===== src/rtl/song_sequencer.sv =====
// Step sequencer that walks a note ROM at a latched tempo after a silent lead-in,
// with pause/resume and a strobe delayed to cover the ROM's one-cycle read latency.
module song_sequencer #(
    parameter int BASE_TICKS = 50000000,
    parameter int SONG_LEN   = 95,
    parameter int LEAD_IN    = 4,
    parameter int IDX_W      = 7
) (
    input  logic             clk,
    input  logic             reset,
    input  logic             start,
    input  logic             pause,
    input  logic [1:0]       speed,
    input  logic [3:0]       notes_in,
    output logic [IDX_W-1:0] index,
    output logic [3:0]       notes_out,
    output logic             note_strobe,
    output logic             playing,
    output logic             done
);

    typedef enum logic [2:0] {
        ST_IDLE  = 3'd0,
        ST_LEAD  = 3'd1,
        ST_PLAY  = 3'd2,
        ST_PAUSE = 3'd3,
        ST_DONE  = 3'd4
    } state_t;

    state_t      state_r, state_s, ret_r, ret_s;
    logic [31:0] cnt_r, lead_r, period_s;
    logic [1:0]  speed_l_r, shift_s;
    logic        start_q_r, start_edge_s, running_s, tick_s, last_s, lead_end_s;
    logic        restart_s, inc_s, play_evt_s, pend1_r, pend2_r;
    logic        playing_s, done_s;

    // Tempo, tick and event decode shared by the FSM and the datapath
    always_comb begin
        shift_s      = (speed_l_r == 2'd3) ? 2'd2 : speed_l_r;
        period_s     = 32'(BASE_TICKS) >> shift_s;
        start_edge_s = start & ~start_q_r;
        running_s    = (state_r == ST_LEAD) || (state_r == ST_PLAY);
        tick_s       = running_s && (cnt_r == period_s - 32'd1);
        last_s       = (index == IDX_W'(SONG_LEN - 1));
        lead_end_s   = ((lead_r + 32'd1) == 32'(LEAD_IN));
        restart_s    = start_edge_s && ((state_r == ST_IDLE) || (state_r == ST_DONE));
        inc_s        = (state_r == ST_PLAY) && tick_s && !last_s;
        play_evt_s   = ((state_r == ST_LEAD) && tick_s && lead_end_s) ||
                       (restart_s && (LEAD_IN == 0));
    end

    // State register; the start copy resets high so a held start cannot trigger
    always_ff @(posedge clk or posedge reset) begin
        if (reset) begin
            state_r   <= ST_IDLE;
            ret_r     <= ST_IDLE;
            start_q_r <= 1'b1;
        end else begin
            state_r   <= state_s;
            ret_r     <= ret_s;
            start_q_r <= start;
        end
    end

    // Next-state logic; a pause entered on a tick remembers where that tick led
    always_comb begin
        state_s = state_r;
        ret_s   = ret_r;
        case (state_r)
            ST_IDLE, ST_DONE: begin
                if (restart_s) begin
                    state_s = (LEAD_IN == 0) ? ST_PLAY : ST_LEAD;
                end else begin
                    state_s = state_r;
                end
            end
            ST_LEAD: begin
                if (pause) begin
                    state_s = ST_PAUSE;
                    ret_s   = (tick_s && lead_end_s) ? ST_PLAY : ST_LEAD;
                end else if (tick_s && lead_end_s) begin
                    state_s = ST_PLAY;
                end else begin
                    state_s = ST_LEAD;
                end
            end
            ST_PLAY: begin
                if (tick_s && last_s) begin
                    state_s = ST_DONE;
                end else if (pause) begin
                    state_s = ST_PAUSE;
                    ret_s   = ST_PLAY;
                end else begin
                    state_s = ST_PLAY;
                end
            end
            ST_PAUSE: begin
                if (!pause) begin
                    state_s = ret_r;
                end else begin
                    state_s = ST_PAUSE;
                end
            end
            default: begin
                state_s = ST_IDLE;
                ret_s   = ST_IDLE;
            end
        endcase
    end

    // Status output decode from the next state, registered below
    always_comb begin
        playing_s = (state_s == ST_LEAD) || (state_s == ST_PLAY);
        done_s    = (state_s == ST_DONE);
    end

    // Tick counter, lead count, ROM index and latched tempo
    always_ff @(posedge clk or posedge reset) begin
        if (reset) begin
            cnt_r     <= 32'd0;
            lead_r    <= 32'd0;
            index     <= '0;
            speed_l_r <= 2'd0;
            playing   <= 1'b0;
            done      <= 1'b0;
        end else begin
            playing <= playing_s;
            done    <= done_s;
            if (restart_s) begin
                cnt_r     <= 32'd0;
                lead_r    <= 32'd0;
                index     <= '0;
                speed_l_r <= speed;
            end else if (running_s) begin
                cnt_r <= tick_s ? 32'd0 : cnt_r + 32'd1;
                if ((state_r == ST_LEAD) && tick_s) begin
                    lead_r <= lead_r + 32'd1;
                end
                if (inc_s) begin
                    index <= index + IDX_W'(1);
                end
            end
        end
    end

    // Strobe pipeline: ROM data is sampled two edges after each index event
    always_ff @(posedge clk or posedge reset) begin
        if (reset) begin
            pend1_r     <= 1'b0;
            pend2_r     <= 1'b0;
            notes_out   <= 4'd0;
            note_strobe <= 1'b0;
        end else begin
            pend1_r <= inc_s | play_evt_s;
            pend2_r <= pend1_r;
            if (pend2_r) begin
                notes_out   <= notes_in;
                note_strobe <= 1'b1;
            end else begin
                note_strobe <= 1'b0;
                if (state_r == ST_DONE) begin
                    notes_out <= 4'd0;
                end
            end
        end
    end

endmodule


===== config.mk =====
export PLATFORM = sky130hd
export DESIGN_NAME = song_sequencer
export DESIGN_NICKNAME = d
export VERILOG_FILES = /design/src/rtl/song_sequencer.sv
export SDC_FILE = /design/constraint.sdc
export NUM_CORES = 1
export LEC_CHECK = 0
export CAP_MARGIN = 40
export CORE_UTILIZATION = 35
export CTS_CLUSTER_DIAMETER = 30
export DETAILED_ROUTE_END_ITERATION = 6
export PLACE_DENSITY = 0.48
export RECOVER_POWER = 100
export SYNTH_ARGS = -nofsm -noshare
export SYNTH_HDL_FRONTEND = slang
export SYNTH_SLANG_ARGS = --single-unit

===== constraint.sdc =====
create_clock -name clk -period 4.2 [get_ports clk]
set_input_delay 0.84 -clock clk [delete_from_list [all_inputs] [get_ports clk]]
set_output_delay 0.84 -clock clk [all_outputs]
set_load 0.01 [all_outputs]

==> impl_table.tex, run 1 <==
\begin{tabular}{lr}
\hline
Metric & Value \\
\hline
\multicolumn{2}{l}{\textbf{Timing}} \\
Fmax & 287 MHz \\
Setup tns final & 0 ns \\
Worst slew pin tran & 1.55 ns \\
Final count of hold timing violations & 0 \\
Clock Skew & 0.0105 ns \\
Clock period minus worst slack & 3.48 ns \\
Fin. max-slew vios & 33 \\
Unrepaired setup endpoints after global routing & no \\
Final worst path period share & 82.9\% \\
Max-Slew Margin vs Limit & -3.94\% \\
Final setup violation count & 0 \\
\multicolumn{2}{l}{\textbf{Critical path}} \\
Critical path fanouts, max & 9 \\
Worst R2R Path Depth & 8 \\
FF-to-FF setup slack & 0.72 ns \\
Class of the most critical setup path & reg -> reg \\
Arrival time worst endpoint & 3.71 ns \\
Kind of end point of the critical path & flip-flop \\
Critical Path Start Type & flip-flop \\
CP Data Required Time & 4.43 ns \\
\multicolumn{2}{l}{\textbf{Pwr}} \\
Internal & 2.07 mW \\
VDD IR max & 281 uV \\
Final Total Pwr & 3.38 mW \\
Switching part of the total & 38.8\% \\
Switching pwr & 1.31 mW \\
Lkg Pwr & 2.44 nW \\
Sequential share of power & 45.4\% \\
Power Density & 551 nW/um\^{}2 \\
Combinational share of power & 28.5\% \\
Clock power share & 26.1\% \\
\multicolumn{2}{l}{\textbf{Synth}} \\
Predominant post-synthesis flop cell & sky130\_fd\_sc\_hd\_\_dfrtp\_1 \\
Count of distinct cell types in the synthesized netlist & 69 \\
Async set-or-reset flop fraction in the synthesized netlist & 100\% \\
Register bit total from synthesis & 88 \\
Post-synthesis sequential area ratio & 39.9\% \\
Synth Area per Inst & 8.55 um\^{}2 \\
Number of enable flip-flop cells after synthesis & 0 \\
Warnings from Yosys & 0 \\
Post-synthesis instance area & 5520 um\^{}2 \\
Mapped Nets & 660 \\
Synthesized instance count & 645 \\
\multicolumn{2}{l}{\textbf{GRT}} \\
First-pass GRT wire length & 24200 um \\
GRT Resource Usage Total & 18.7\% \\
Number of antenna violations at the first check in global routing & 0 \\
Largest net degree at the start of global routing & 57 \\
Global route total overflow & 0 \\
Vias in the first global route & 4639 \\
\multicolumn{2}{l}{\textbf{Floorplan}} \\
Core Region & 15300 um\^{}2 \\
Standard-cell row count & 45 \\
Die Y & 128 um \\
Total die area & 16300 um\^{}2 \\
I/O pin count & 24 \\
Initial core utilization & 36.0\% \\
Horizontal extent of the die & 128 um \\
\multicolumn{2}{l}{\textbf{Clock network}} \\
Number of buffers created by CTS & 9 \\
Buffers inserted by post-CTS timing repair & 0 \\
CTS hold repair buffers & 0 \\
Post-CTS resize count & 0 \\
Clock-pin slew on the worst setup and hold paths & 0.07 ns \\
Number of sinks handled by clock tree synthesis & 88 \\
Count of H-tree levels built during CTS & 3 \\
Cell chosen for the clock root & sky130\_fd\_sc\_hd\_\_clkbuf\_16 \\
Insertion delay of the later-clocked pin in the worst-skew pair & 0.35 ns \\
Clock tree from TritonCTS & yes \\
Maximum root-to-sink buffer count & 2 \\
\multicolumn{2}{l}{\textbf{Layout}} \\
Share of layout cells above drive strength 1 & 6.76\% \\
Area of the multi-input gates & 3000 um\^{}2 \\
Count of filler cells inserted in the layout & 1545 \\
Non-filler cells, final & 862 \\
Sequential cell area & 2200 um\^{}2 \\
Diodes inserted & 0 \\
Nets@finish & 661 \\
Area delta synth->final & 11.2\% \\
\multicolumn{2}{l}{\textbf{Routing}} \\
Length of the first detailed-routing pass in iterations & 5 \\
Detailed-route via count & 4813 \\
Final wirelength & 14100 um \\
Via/cell ratio & 5.58 \\
Antenna-violating nets left & 0 \\
Post-route DRC violation count & 0 \\
WL per Instance & 16.4 um \\
Number of design-rule violations left by the first detailed-router iteration & 395 \\
\multicolumn{2}{l}{\textbf{Placed design}} \\
Cell Count Post-Placement & 846 \\
HPWL reported at the end of detailed placement & 9900 um \\
GPL Wtd Cong & 0.873 \\
Number of input and output port buffers inserted & 23 \\
\multicolumn{2}{l}{\textbf{Outcome}} \\
Failing checks & capacitance limit, slew limit \\
Outcome & complete, but fails checks \\
\multicolumn{2}{l}{\textbf{Job}} \\
Number of maximum-capacitance violations & 1 \\
\multicolumn{2}{l}{\textbf{Min path}} \\
Class of the tightest hold or removal check & reg -> reg \\
Hold depth & 0 \\
\hline
\end{tabular}
state kept, by name, indices dropped and copies added (netlist names):
name and count:
note_strobe 1, lead_r 32, start_q_r 1, notes_out 4
speed_l_r 2, pend1_r 1, pend2_r 1, state_r 3
cnt_r 32, index 7, ret_r 2, playing 1
done 1
routing by layer:
| layer | vias to the layer above | routed length [um] | track usage [%] | share of wire [%] |
|---|---|---|---|---|
| li1 | 2347 | - | - | - |
| met1 | 2339 | 7020 | 26.1 | 50 |
| met2 | 113 | 6430 | 30.0 | 45 |
| met3 | 14 | 520 | 2.64 | 3.7 |
| met4 | 0 | 177 | 5.81 | 1.3 |
| met5 | - | 0 | 0 | 0 |
critical path, cell delays in order (launching register included):
cell                      delay [ns]
sky130_fd_sc_hd__dfrtp_1        0.46
sky130_fd_sc_hd__ha_1           0.36
sky130_fd_sc_hd__nand4_1        0.19
sky130_fd_sc_hd__nor4_2         0.67
sky130_fd_sc_hd__a41o_1         0.27
sky130_fd_sc_hd__a31oi_1        0.08
sky130_fd_sc_hd__or4b_1         0.57
sky130_fd_sc_hd__or4_4          0.57
sky130_fd_sc_hd__a21o_1         0.20
logic make-up (layout without fill, tap and decap cells):
family | Yosys count | in the layout | share of synthesized area (%)
compound gates | 142 | 142 | 16.0
xor+xnor | 41 | 41 | 6.51
fa+ha+maj | 5 | 5 | 1.13
buf+inv | 56 | 62 | 5.40
flops | 88 | 88 | 39.9
mux | 4 | 4 | 0.748
simple gates | 309 | 309 | 30.2
metrics by stage:
stage	hold WS (ns)	area [um^2]	utilization (%)	worst slack, ns
2_1_floorplan	0.331	5520	-	1.08
3_3_place_gp	0.341	5840	38.1	1.01
3_5_place_dp	0.345	5840	38.1	0.911
4_1_cts	0.360	6160	40.2	0.883
5_1_grt	0.370	6140	40.1	0.418
6_report	0.357	6140	40.1	0.716
final timing paths:
kind,start,endpoint
worst min-delay path,pend1_r$_DFF_PP0_,pend2_r$_DFF_PP0_
worst max register to register,lead_r[0]$_DFFE_PP0P_,state_r[0]$_DFF_PP0_
worst max-delay path,lead_r[0]$_DFFE_PP0P_,state_r[0]$_DFF_PP0_
min in group asynchronous,reset,cnt_r[18]$_DFFE_PP0P_
worst min register to register,pend1_r$_DFF_PP0_,pend2_r$_DFF_PP0_
max in group asynchronous,reset,start_q_r$_DFF_PP1_
placed cells by master (no fill, tap or decap), types with 3 or more instances in the layout:
cell type,synthesis,layout
sky130_fd_sc_hd__dfrtp_1,87,87
sky130_fd_sc_hd__nand2_1,65,65
sky130_fd_sc_hd__nor2_1,64,64
sky130_fd_sc_hd__o21ai_0,55,56
sky130_fd_sc_hd__nand3_1,45,45
sky130_fd_sc_hd__nand4_1,26,27
sky130_fd_sc_hd__a21oi_1,27,27
sky130_fd_sc_hd__xor2_1,25,25
sky130_fd_sc_hd__nor4_1,16,16
sky130_fd_sc_hd__xnor2_1,16,16
sky130_fd_sc_hd__dlygate4sd3_1,0,16
sky130_fd_sc_hd__inv_1,16,15
sky130_fd_sc_hd__and3_1,15,15
sky130_fd_sc_hd__o31ai_1,12,12
sky130_fd_sc_hd__nor3_1,11,11
sky130_fd_sc_hd__and4_1,11,11
sky130_fd_sc_hd__a31oi_1,9,9
sky130_fd_sc_hd__clkbuf_16,0,9
sky130_fd_sc_hd__and2_1,9,7
sky130_fd_sc_hd__or3_1,7,7
sky130_fd_sc_hd__clkdlybuf4s50_1,0,7
sky130_fd_sc_hd__a31o_2,5,5
sky130_fd_sc_hd__nor2b_1,5,5
sky130_fd_sc_hd__a211oi_1,5,5
sky130_fd_sc_hd__ha_1,5,5
sky130_fd_sc_hd__nand4b_1,4,4
sky130_fd_sc_hd__o21a_1,4,4
sky130_fd_sc_hd__nand2b_1,4,4
sky130_fd_sc_hd__o22ai_1,3,3
sky130_fd_sc_hd__a41oi_1,3,3
sky130_fd_sc_hd__o31a_1,3,3
sky130_fd_sc_hd__mux2i_1,3,3
sky130_fd_sc_hd__clkinv_2,0,3
sky130_fd_sc_hd__buf_4,3,3
cells in the mapped netlist (3+ instances only):
cell type	number	area, um^2
sky130_fd_sc_hd__dfrtp_1	87	2180
sky130_fd_sc_hd__ha_1	5	62.6
sky130_fd_sc_hd__o31a_1	3	26.3
sky130_fd_sc_hd__nand3_1	45	225
sky130_fd_sc_hd__nand2_1	65	244
sky130_fd_sc_hd__o31ai_1	12	90.1
sky130_fd_sc_hd__nor4_1	16	100
sky130_fd_sc_hd__nor2b_1	5	31.3
sky130_fd_sc_hd__and2_1	9	56.3
sky130_fd_sc_hd__nor3_1	11	55.1
sky130_fd_sc_hd__a211oi_1	5	37.5
sky130_fd_sc_hd__a41oi_1	3	26.3
sky130_fd_sc_hd__a31o_2	5	43.8
sky130_fd_sc_hd__o21a_1	4	30.0
sky130_fd_sc_hd__xor2_1	25	219
sky130_fd_sc_hd__a31oi_1	9	56.3
sky130_fd_sc_hd__nand4_1	26	163
sky130_fd_sc_hd__or3_1	7	43.8
sky130_fd_sc_hd__a21oi_1	27	135
sky130_fd_sc_hd__o22ai_1	3	18.8
sky130_fd_sc_hd__nand2b_1	4	25.0
sky130_fd_sc_hd__nor2_1	64	240
sky130_fd_sc_hd__and3_1	15	93.8
sky130_fd_sc_hd__buf_4	3	22.5
sky130_fd_sc_hd__and4_1	11	96.3
sky130_fd_sc_hd__buf_6	8	90.1
sky130_fd_sc_hd__mux2i_1	3	30.0
sky130_fd_sc_hd__nand4b_1	4	35.0
sky130_fd_sc_hd__clkbuf_1	22	82.6
sky130_fd_sc_hd__xnor2_1	16	140
sky130_fd_sc_hd__inv_1	16	60.1
sky130_fd_sc_hd__o21ai_0	55	275
sky130_fd_sc_hd__buf_2	5	25.0
layout make-up:
class	instances	area share, %
flip-flops and latches	88	35.9
inverters	16	0.999
repair buffers	30	4.65
clock buffers	10	3.89
multi-input cells	501	48.9
clock inverters	6	1.35
well taps	211	4.30
power groups by stage:
stage / sequential [mW] / clock [mW] / combinational, mW
floorplan: 1.30 / 0 / 0.953
global placement: 1.54 / 0 / 0.963
detailed placement: 1.54 / 0 / 0.981
CTS: 1.53 / 0.905 / 0.987
global route: 1.60 / 0.936 / 1.10
finish: 1.54 / 0.884 / 0.964
(Power assumes the default switching activity.)
==> run 2, diff against run 1 <==
--- a/config.mk
+++ b/config.mk
@@ -9,7 +9,7 @@
 export CORE_UTILIZATION = 35
 export CTS_CLUSTER_DIAMETER = 30
 export DETAILED_ROUTE_END_ITERATION = 6
-export PLACE_DENSITY = 0.48
+export PLACE_DENSITY = 0.5
 export RECOVER_POWER = 100
 export SYNTH_ARGS = -nofsm -noshare
 export SYNTH_HDL_FRONTEND = slang
==> constraint.sdc (replaced) <==
create_clock -name clk -period 3.2 [get_ports clk]
set_input_delay 0.64 -clock clk [delete_from_list [all_inputs] [get_ports clk]]
set_output_delay 0.64 -clock clk [all_outputs]
set_load 0.01 [all_outputs]
==> impl_table.tex, run 2 (synthesis gave the netlist of run 1 again) <==
\begin{tabular}{lr}
\hline
Metric & Value \\
\hline
\multicolumn{2}{l}{\textbf{Critical path}} \\
Crit path cell chain & nand4\_1, nor3\_2, xnor2\_1, a21oi\_4, or4b\_1, or4\_4, a21o\_1 \\
Critical path fanouts, max & 9 (unchanged) \\
R2R Path Start & lead\_r[17]\$\_DFFE\_PP0P\_ \\
Buffers and inverters on the worst path & 0 (unchanged) \\
CP Data Required Time & 3.44 ns (-0.99 ns) \\
Cell with the biggest individual delay on the critical path & sky130\_fd\_sc\_hd\_\_or4\_4 \\
Critical Path Start Type & flip-flop \\
Worst R2R Path Depth & 7 (-1) \\
Stage delay of the slowest cell on the critical path & 0.57 ns (-0.10 ns) \\
Family with the most delay on the worst path & simple AND/OR/NAND/NOR gates \\
FF-to-FF setup slack & 0.20 ns (-0.52 ns) \\
Kind of end point of the critical path & flip-flop \\
Class of the most critical setup path & reg -> reg \\
Capture point of the worst reg-to-reg path & state\_r[0]\$\_DFF\_PP0\_ \\
Arrival time worst endpoint & 3.24 ns (-0.47 ns) \\
\multicolumn{2}{l}{\textbf{Floorplan}} \\
Core Region & 15300 um\^{}2 (unchanged) \\
Standard-cell row count & 45 (unchanged) \\
I/O pin count & 24 (unchanged) \\
Initial core utilization & 36.0\% (unchanged) \\
Die Y & 128 um (unchanged) \\
Horizontal extent of the die & 128 um (unchanged) \\
Total die area & 16300 um\^{}2 (unchanged) \\
\multicolumn{2}{l}{\textbf{Timing}} \\
Clock Skew & 0.00587 ns (-0.00458 ns) \\
Final count of hold timing violations & 0 (unchanged) \\
Max-Slew Margin vs Limit & 5.57\% (+9.5 points) \\
Clock period minus worst slack & 3.00 ns (-0.484 ns) \\
Fin. max-slew vios & 0 (-100\%) \\
Unrepaired setup endpoints after global routing & no \\
Final worst slack & 0.200 ns (-0.516 ns) \\
Setup tns final & 0 ns (unchanged) \\
Worst slew pin tran & 1.41 ns (-0.142 ns) \\
Final setup violation count & 0 (unchanged) \\
Fmax & 333 MHz (+16\%) \\
Final worst path period share & 93.7\% (+11 points) \\
\multicolumn{2}{l}{\textbf{Pwr}} \\
VDD IR max & 309 uV (+9.7\%) \\
Power Density & 724 nW/um\^{}2 (+31\%) \\
Lkg Pwr & 2.54 nW (+4.1\%) \\
\multicolumn{2}{l}{\textbf{Min path}} \\
Hold Crit Endpoint & pend2\_r\$\_DFF\_PP0\_ \\
Hold depth & 0 (unchanged) \\
Hold wc startpoint & pend1\_r\$\_DFF\_PP0\_ \\
Class of the tightest hold or removal check & reg -> reg \\
\multicolumn{2}{l}{\textbf{Clock network}} \\
Clock tree from TritonCTS & yes \\
Insertion delay of the later-clocked pin in the worst-skew pair & 0.35 ns (about the same) \\
Number of buffers created by CTS & 9 (unchanged) \\
Cell chosen for the clock root & sky130\_fd\_sc\_hd\_\_clkbuf\_16 \\
Count of H-tree levels built during CTS & 3 (unchanged) \\
Maximum root-to-sink buffer count & 2 (unchanged) \\
Number of sinks handled by clock tree synthesis & 88 (unchanged) \\
Clock-pin slew on the worst setup and hold paths & 0.06 ns (about the same) \\
Buffers inserted by post-CTS timing repair & 0 (unchanged) \\
\multicolumn{2}{l}{\textbf{Layout}} \\
Nets@finish & 681 (+3.0\%) \\
Share of layout cells above drive strength 1 & 8.79\% (+2.0 points) \\
Area delta synth->final & 13.9\% \\
Finished Core Util & 41.0\% (+0.96 points) \\
Most frequent standard cell in the layout excluding fill and tap cells & sky130\_fd\_sc\_hd\_\_dfrtp\_1 \\
Count of filler cells inserted in the layout & 1542 (-0.19\%) \\
Registers with the highest flip-flop counts & cnt\_r (32), lead\_r (32), index (7) \\
Most frequent cells in the layout & sky130\_fd\_sc\_hd\_\_dfrtp\_1 (87), sky130\_fd\_sc\_hd\_\_nand2\_1 (65), sky130\_fd\_sc\_hd\_\_nor2\_1 (63) \\
Diodes inserted & 0 (unchanged) \\
\multicolumn{2}{l}{\textbf{Routing}} \\
Final wirelength & 14600 um (+3.2\%) \\
WL per Instance & 16.5 um (+0.84\%) \\
Post-route DRC violation count & 0 (unchanged) \\
Length of the first detailed-routing pass in iterations & 5 (unchanged) \\
Antenna-violating nets left & 0 (unchanged) \\
Via/cell ratio & 5.48 (-1.8\%) \\
Detailed-route via count & 4834 (+0.44\%) \\
Number of design-rule violations left by the first detailed-router iteration & 454 (+15\%) \\
\multicolumn{2}{l}{\textbf{Outcome}} \\
Outcome & finished clean \\
\multicolumn{2}{l}{\textbf{GRT}} \\
Global route total overflow & 0 (unchanged) \\
Vias in the first global route & 4719 (+1.7\%) \\
Largest net degree at the start of global routing & 52 (-8.8\%) \\
Number of antenna violations at the first check in global routing & 0 (unchanged) \\
GRT Resource Usage Total & 19.3\% (+0.57 points) \\
First-pass GRT wire length & 24700 um (+2.0\%) \\
\multicolumn{2}{l}{\textbf{Placed design}} \\
Post-Place Worst Slack & 0.177 ns (-0.734 ns) \\
HPWL reported at the end of detailed placement & 10600 um (+7.3\%) \\
Number of input and output port buffers inserted & 23 (unchanged) \\
GPL Wtd Cong & 0.910 (+4.2\%) \\
\multicolumn{2}{l}{\textbf{Job}} \\
Number of maximum-capacitance violations & 0 (-1) \\
\hline
\end{tabular}
-- run 2: cell count changes in the layout (fill, tap and decap cells not counted), moves of 2 or more --
cell	before	now
sky130_fd_sc_hd__buf_4	3	17
sky130_fd_sc_hd__clkbuf_1	2	10
sky130_fd_sc_hd__clkbuf_8	1	3
sky130_fd_sc_hd__clkinv_2	3	0
-- run 2: metrics by stage --
stage | instance area [um^2] | hold slack, ns | power (mW) | cells
after CTS | 6320 | 0.349 | 4.62 | 882
after detailed placement | 5990 | 0.335 | 3.41 | 866
after global placement | 5980 | 0.335 | 3.38 | 865
after global routing | 6280 | 0.355 | 4.90 | 882
after floorplan | 5520 | 0.331 | 2.96 | 645
final | 6280 | 0.348 | 4.55 | 882
-- run 2: what timing repair did --
item	in CTS	in global routing
endpoints found under the setup margin	0	1
hold buffers	0	0
resized for setup	0	2
-- run 2: how the worst max path moves through the flow --
stage	start	end	slack, ns	cells after the start
2_1_floorplan	reset	cnt_r[0]$_DFFE_PP0P_	0.28	1
3_3_place_gp	lead_r[17]$_DFFE_PP0P_	state_r[0]$_DFF_PP0_	0.25	7
3_5_place_dp	lead_r[17]$_DFFE_PP0P_	state_r[0]$_DFF_PP0_	0.18	7
4_1_cts	lead_r[17]$_DFFE_PP0P_	state_r[0]$_DFF_PP0_	0.16	7
5_1_grt	speed_l_r[1]$_DFFE_PP0P_	index[6]$_DFFE_PP0P_	0.02	8
6_report	lead_r[17]$_DFFE_PP0P_	state_r[0]$_DFF_PP0_	0.20	7
-- run 2: cell type report --
cell class | instances | area [um^2] | area share (%)
inverter | 16 | 61.3 | 0.976
tap | 211 | 264 | 4.20
timing repair buffer | 50 | 398 | 6.33
clock buffer | 14 | 274 | 4.36
sequential | 88 | 2200 | 35.1
clock inverter | 2 | 60.1 | 0.956
multi-input combinational | 501 | 3020 | 48.1
-- run 2: layer usage --
| metal | global-route usage (%) | share of wire, % | wire, um |
|---|---|---|---|
| met5 | 0 | 0 | 0 |
| met4 | 5.67 | 1.1 | 165 |
| met3 | 3.73 | 3.9 | 570 |
| met2 | 30.0 | 45 | 6630 |
| met1 | 27.2 | 50 | 7220 |
-- run 2: power breakdown --
part | leakage, nW | total (mW) | switching [mW] | internal, mW
sequential | 1.15 | 1.92 | 0.496 | 1.43
combinational | 1.23 | 1.45 | 0.796 | 0.651
clock | 0.163 | 1.18 | 0.430 | 0.749
total | 2.54 | 4.55 | 1.72 | 2.83
==> run 3, diff against run 2 <==
--- a/config.mk
+++ b/config.mk
@@ -5,11 +5,12 @@
 export SDC_FILE = /design/constraint.sdc
 export NUM_CORES = 1
 export LEC_CHECK = 0
+export ABC_AREA = 1
 export CAP_MARGIN = 40
 export CORE_UTILIZATION = 35
 export CTS_CLUSTER_DIAMETER = 30
 export DETAILED_ROUTE_END_ITERATION = 6
-export PLACE_DENSITY = 0.5
+export PLACE_DENSITY_LB_ADDON = 0.2
 export RECOVER_POWER = 100
 export SYNTH_ARGS = -nofsm -noshare
 export SYNTH_HDL_FRONTEND = slang
==> impl_table.tex, run 3 <==
\begin{tabular}{lr}
\hline
Metric & Value \\
\hline
\multicolumn{2}{l}{\textbf{Routing}} \\
WL per Instance & 14.4 um (-13\%) \\
Number of design-rule violations left by the first detailed-router iteration & 426 (-6.2\%) \\
Final wirelength & 16500 um (+13\%) \\
Length of the first detailed-routing pass in iterations & 5 (unchanged) \\
Via/cell ratio & 5.07 (-7.4\%) \\
Antenna-violating nets left & 0 (unchanged) \\
Post-route DRC violation count & 0 (unchanged) \\
Detailed-route via count & 5785 (+20\%) \\
\multicolumn{2}{l}{\textbf{Pwr}} \\
Power Density & 603 nW/um\^{}2 (-17\%) \\
VDD IR max & 310 uV (+0.28\%) \\
Lkg Pwr & 3.03 nW (+19\%) \\
\multicolumn{2}{l}{\textbf{Timing}} \\
Max-Slew Margin vs Limit & 16.1\% (+11 points) \\
Final worst path period share & 84.6\% (-9.1 points) \\
Fin. max-slew vios & 0 (unchanged) \\
Unrepaired setup endpoints after global routing & no \\
Clock Skew & 0.00678 ns (+0.000911 ns) \\
Fmax & 369 MHz (+11\%) \\
Clock period minus worst slack & 2.71 ns (-0.291 ns) \\
Setup tns final & 0 ns (unchanged) \\
Final setup violation count & 0 (unchanged) \\
Final count of hold timing violations & 0 (unchanged) \\
Worst slew pin tran & 1.26 ns (-0.151 ns) \\
\multicolumn{2}{l}{\textbf{Synth}} \\
Largest area contributor in the synthesized netlist & sky130\_fd\_sc\_hd\_\_dfrtp\_1 \\
Cell types occupying the most area after synthesis & sky130\_fd\_sc\_hd\_\_dfrtp\_1 (36\%), sky130\_fd\_sc\_hd\_\_nand2\_1 (15\%), sky130\_fd\_sc\_hd\_\_inv\_1 (8.2\%) \\
Post-synthesis instance area & 6020 um\^{}2 (+9.2\%) \\
Async set-or-reset flop fraction in the synthesized netlist & 100\% (unchanged) \\
Register bit total from synthesis & 88 (unchanged) \\
Number of enable flip-flop cells after synthesis & 0 (unchanged) \\
Post-synthesis sequential area ratio & 36.6\% (-3.4 points) \\
Post-synth top area share & 36.2\% (-3.3 points) \\
Synthesized instance count & 890 (+38\%) \\
Most common cell in the synthesized netlist & sky130\_fd\_sc\_hd\_\_nand2\_1 \\
Predominant post-synthesis flop cell & sky130\_fd\_sc\_hd\_\_dfrtp\_1 \\
Synth Area per Inst & 6.77 um\^{}2 (-21\%) \\
Mapped Nets & 905 (+37\%) \\
Count of distinct cell types in the synthesized netlist & 47 (-32\%) \\
Warnings from Yosys & 0 (unchanged) \\
Most frequent cells after synthesis & sky130\_fd\_sc\_hd\_\_nand2\_1 (238), sky130\_fd\_sc\_hd\_\_inv\_1 (131), sky130\_fd\_sc\_hd\_\_nor2\_1 (99) \\
\multicolumn{2}{l}{\textbf{Clock network}} \\
Clock tree from TritonCTS & yes \\
CTS hold repair buffers & 0 (unchanged) \\
Count of H-tree levels built during CTS & 3 (unchanged) \\
Clock-pin slew on the worst setup and hold paths & 0.07 ns (about the same) \\
Number of sinks handled by clock tree synthesis & 88 (unchanged) \\
Buffers inserted by post-CTS timing repair & 0 (unchanged) \\
Post-CTS resize count & 0 (unchanged) \\
Cell chosen for the clock root & sky130\_fd\_sc\_hd\_\_clkbuf\_16 \\
Number of buffers created by CTS & 9 (unchanged) \\
Insertion delay of the later-clocked pin in the worst-skew pair & 0.35 ns (about the same) \\
Maximum root-to-sink buffer count & 2 (unchanged) \\
\multicolumn{2}{l}{\textbf{Floorplan}} \\
I/O pin count & 24 (unchanged) \\
Die Y & 133 um (+4.4\%) \\
Standard-cell row count & 47 (+4.4\%) \\
Total die area & 17700 um\^{}2 (+9.0\%) \\
Initial core utilization & 36.1\% (+0.037 points) \\
Core Region & 16700 um\^{}2 (+9.1\%) \\
Horizontal extent of the die & 133 um (+4.4\%) \\
\multicolumn{2}{l}{\textbf{GRT}} \\
Global route total overflow & 0 (unchanged) \\
Vias in the first global route & 5438 (+15\%) \\
First-pass GRT wire length & 27500 um (+12\%) \\
Number of antenna violations at the first check in global routing & 0 (unchanged) \\
Largest net degree at the start of global routing & 89 (+71\%) \\
GRT Resource Usage Total & 19.7\% (+0.37 points) \\
\multicolumn{2}{l}{\textbf{Layout}} \\
Most frequent standard cell in the layout excluding fill and tap cells & sky130\_fd\_sc\_hd\_\_nand2\_1 \\
Most frequent cells in the layout & sky130\_fd\_sc\_hd\_\_nand2\_1 (239), sky130\_fd\_sc\_hd\_\_inv\_1 (131), sky130\_fd\_sc\_hd\_\_nor2\_1 (101) \\
Share of layout cells above drive strength 1 & 7.17\% (-1.6 points) \\
Non-filler cells, final & 1140 (+29\%) \\
Nets@finish & 930 (+37\%) \\
Area delta synth->final & 12.9\% \\
Diodes inserted & 0 (unchanged) \\
Design area & 6800 um\^{}2 (+8.2\%) \\
Registers with the highest flip-flop counts & cnt\_r (32), lead\_r (32), index (7) \\
\multicolumn{2}{l}{\textbf{Placed design}} \\
Number of input and output port buffers inserted & 23 (unchanged) \\
Area after DPL & 6500 um\^{}2 (+8.5\%) \\
Cell Count Post-Placement & 1124 (+30\%) \\
GPL Wtd Cong & 0.947 (+4.0\%) \\
HPWL reported at the end of detailed placement & 12300 um (+16\%) \\
\multicolumn{2}{l}{\textbf{Job}} \\
Number of maximum-capacitance violations & 0 (unchanged) \\
\multicolumn{2}{l}{\textbf{Outcome}} \\
Outcome & finished clean \\
\multicolumn{2}{l}{\textbf{Critical path}} \\
CP Data Required Time & 3.49 ns (+0.05 ns) \\
FF-to-FF setup slack & 0.49 ns (+0.29 ns) \\
Worst R2R Path Depth & 17 (+10) \\
Kind of end point of the critical path & flip-flop \\
Arrival time worst endpoint & 2.99 ns (-0.25 ns) \\
R2R Path Start & lead\_r[1]\$\_DFFE\_PP0P\_ \\
Capture point of the worst reg-to-reg path & playing\$\_DFF\_PP0\_ \\
Critical Path Start Type & flip-flop \\
Class of the most critical setup path & reg -> reg \\
Critical path fanouts, max & 7 (-2) \\
\multicolumn{2}{l}{\textbf{Min path}} \\
Hold Crit Endpoint & pend2\_r\$\_DFF\_PP0\_ \\
Class of the tightest hold or removal check & reg -> reg \\
Hold depth & 0 (unchanged) \\
Hold wc startpoint & pend1\_r\$\_DFF\_PP0\_ \\
\hline
\end{tabular}
-- run 3: changes by cell type after synthesis, sizes merged, moves of 10 or more --
cell	previous run	this run
nand2	65	252
inv	16	134
nor2	64	120
o22ai	3	31
nand3	46	71
nor3	11	30
and3	17	0
clkbuf	23	7
o21ai	57	42
and4	14	0
xnor2	16	3
and2	10	0
o31ai	12	2
-- run 3: layer usage --
layer	GRT usage, %	part of all wire (%)
met5	0	0
met4	6.69	1.4
met3	2.47	5.6
met2	29.8	43
met1	28.9	50
-- run 3: area by class of cell --
| class | instances | area (um^2) |
|---|---|---|
| Clock buffer | 10 | 239 |
| Sequential cell | 88 | 2200 |
| Multi-Input combinational cell | 650 | 3200 |
| Tap cell | 220 | 275 |
| Clock inverter | 6 | 92.6 |
| Timing Repair Buffer | 30 | 275 |
| Inverter | 136 | 515 |
| Fill cell | 1816 | 9900 |
-- run 3: how the worst max path moves through the flow --
stage | from | to | slack [ns]
floorplan | reset | cnt_r[0]$_DFFE_PP0P_ | 0.28
global placement | speed_l_r[1]$_DFFE_PP0P_ | lead_r[11]$_DFFE_PP0P_ | 0.62
CTS | speed_l_r[1]$_DFFE_PP0P_ | lead_r[14]$_DFFE_PP0P_ | 0.60
global route | lead_r[1]$_DFFE_PP0P_ | playing$_DFF_PP0_ | 0.22
detailed placement | speed_l_r[1]$_DFFE_PP0P_ | lead_r[14]$_DFFE_PP0P_ | 0.61
finish | lead_r[1]$_DFFE_PP0P_ | playing$_DFF_PP0_ | 0.49
-- run 3: critical path, stage by stage, from the launching register on --
cell	delay, ns
sky130_fd_sc_hd__dfrtp_1	0.44
sky130_fd_sc_hd__ha_1	0.23
sky130_fd_sc_hd__nand3_2	0.13
sky130_fd_sc_hd__clkinv_2	0.15
sky130_fd_sc_hd__nand2_4	0.07
sky130_fd_sc_hd__nor2_1	0.53
sky130_fd_sc_hd__nand2_1	0.10
sky130_fd_sc_hd__nand2_1	0.08
sky130_fd_sc_hd__nand2_1	0.07
sky130_fd_sc_hd__inv_1	0.07
sky130_fd_sc_hd__nand2_1	0.05
sky130_fd_sc_hd__nor2_1	0.11
sky130_fd_sc_hd__nand2_1	0.07
sky130_fd_sc_hd__nor2_1	0.13
sky130_fd_sc_hd__nand3_1	0.14
sky130_fd_sc_hd__nand2_1	0.11
sky130_fd_sc_hd__nand3_1	0.07
sky130_fd_sc_hd__nand2_1	0.07
-- run 3: where the power goes --
| group | internal [mW] | switching (mW) | total [mW] |
|---|---|---|---|
| registers | 1.30 | 0.212 | 1.51 |
| clock network | 0.708 | 0.468 | 1.18 |
| logic | 0.474 | 0.935 | 1.41 |
| total | 2.48 | 1.61 | 4.10 |
-- run 3: kinds of logic after synthesis --
group / Yosys count / share of synthesized area [%]
DFF: 88 / 36.6
and+or+nand+nor: 512 / 38.5
AOI/OAI and AO/OA: 114 / 10.9
buffers and inverters: 152 / 10.1
adders and majority gates: 5 / 1.04
xor gates and xnor gates: 19 / 2.89
-- run 3: metrics by stage --
stage / utilization, % / hold WS, ns / worst slack [ns] / total power, mW
global route: 40.7 / 0.367 / 0.215 / 4.41
floorplan: - / 0.331 / 0.283 / 2.54
finish: 40.7 / 0.351 / 0.491 / 4.10
global placement: 38.9 / 0.334 / 0.624 / 2.95
CTS: 40.9 / 0.356 / 0.597 / 4.15
detailed placement: 38.9 / 0.346 / 0.613 / 2.95
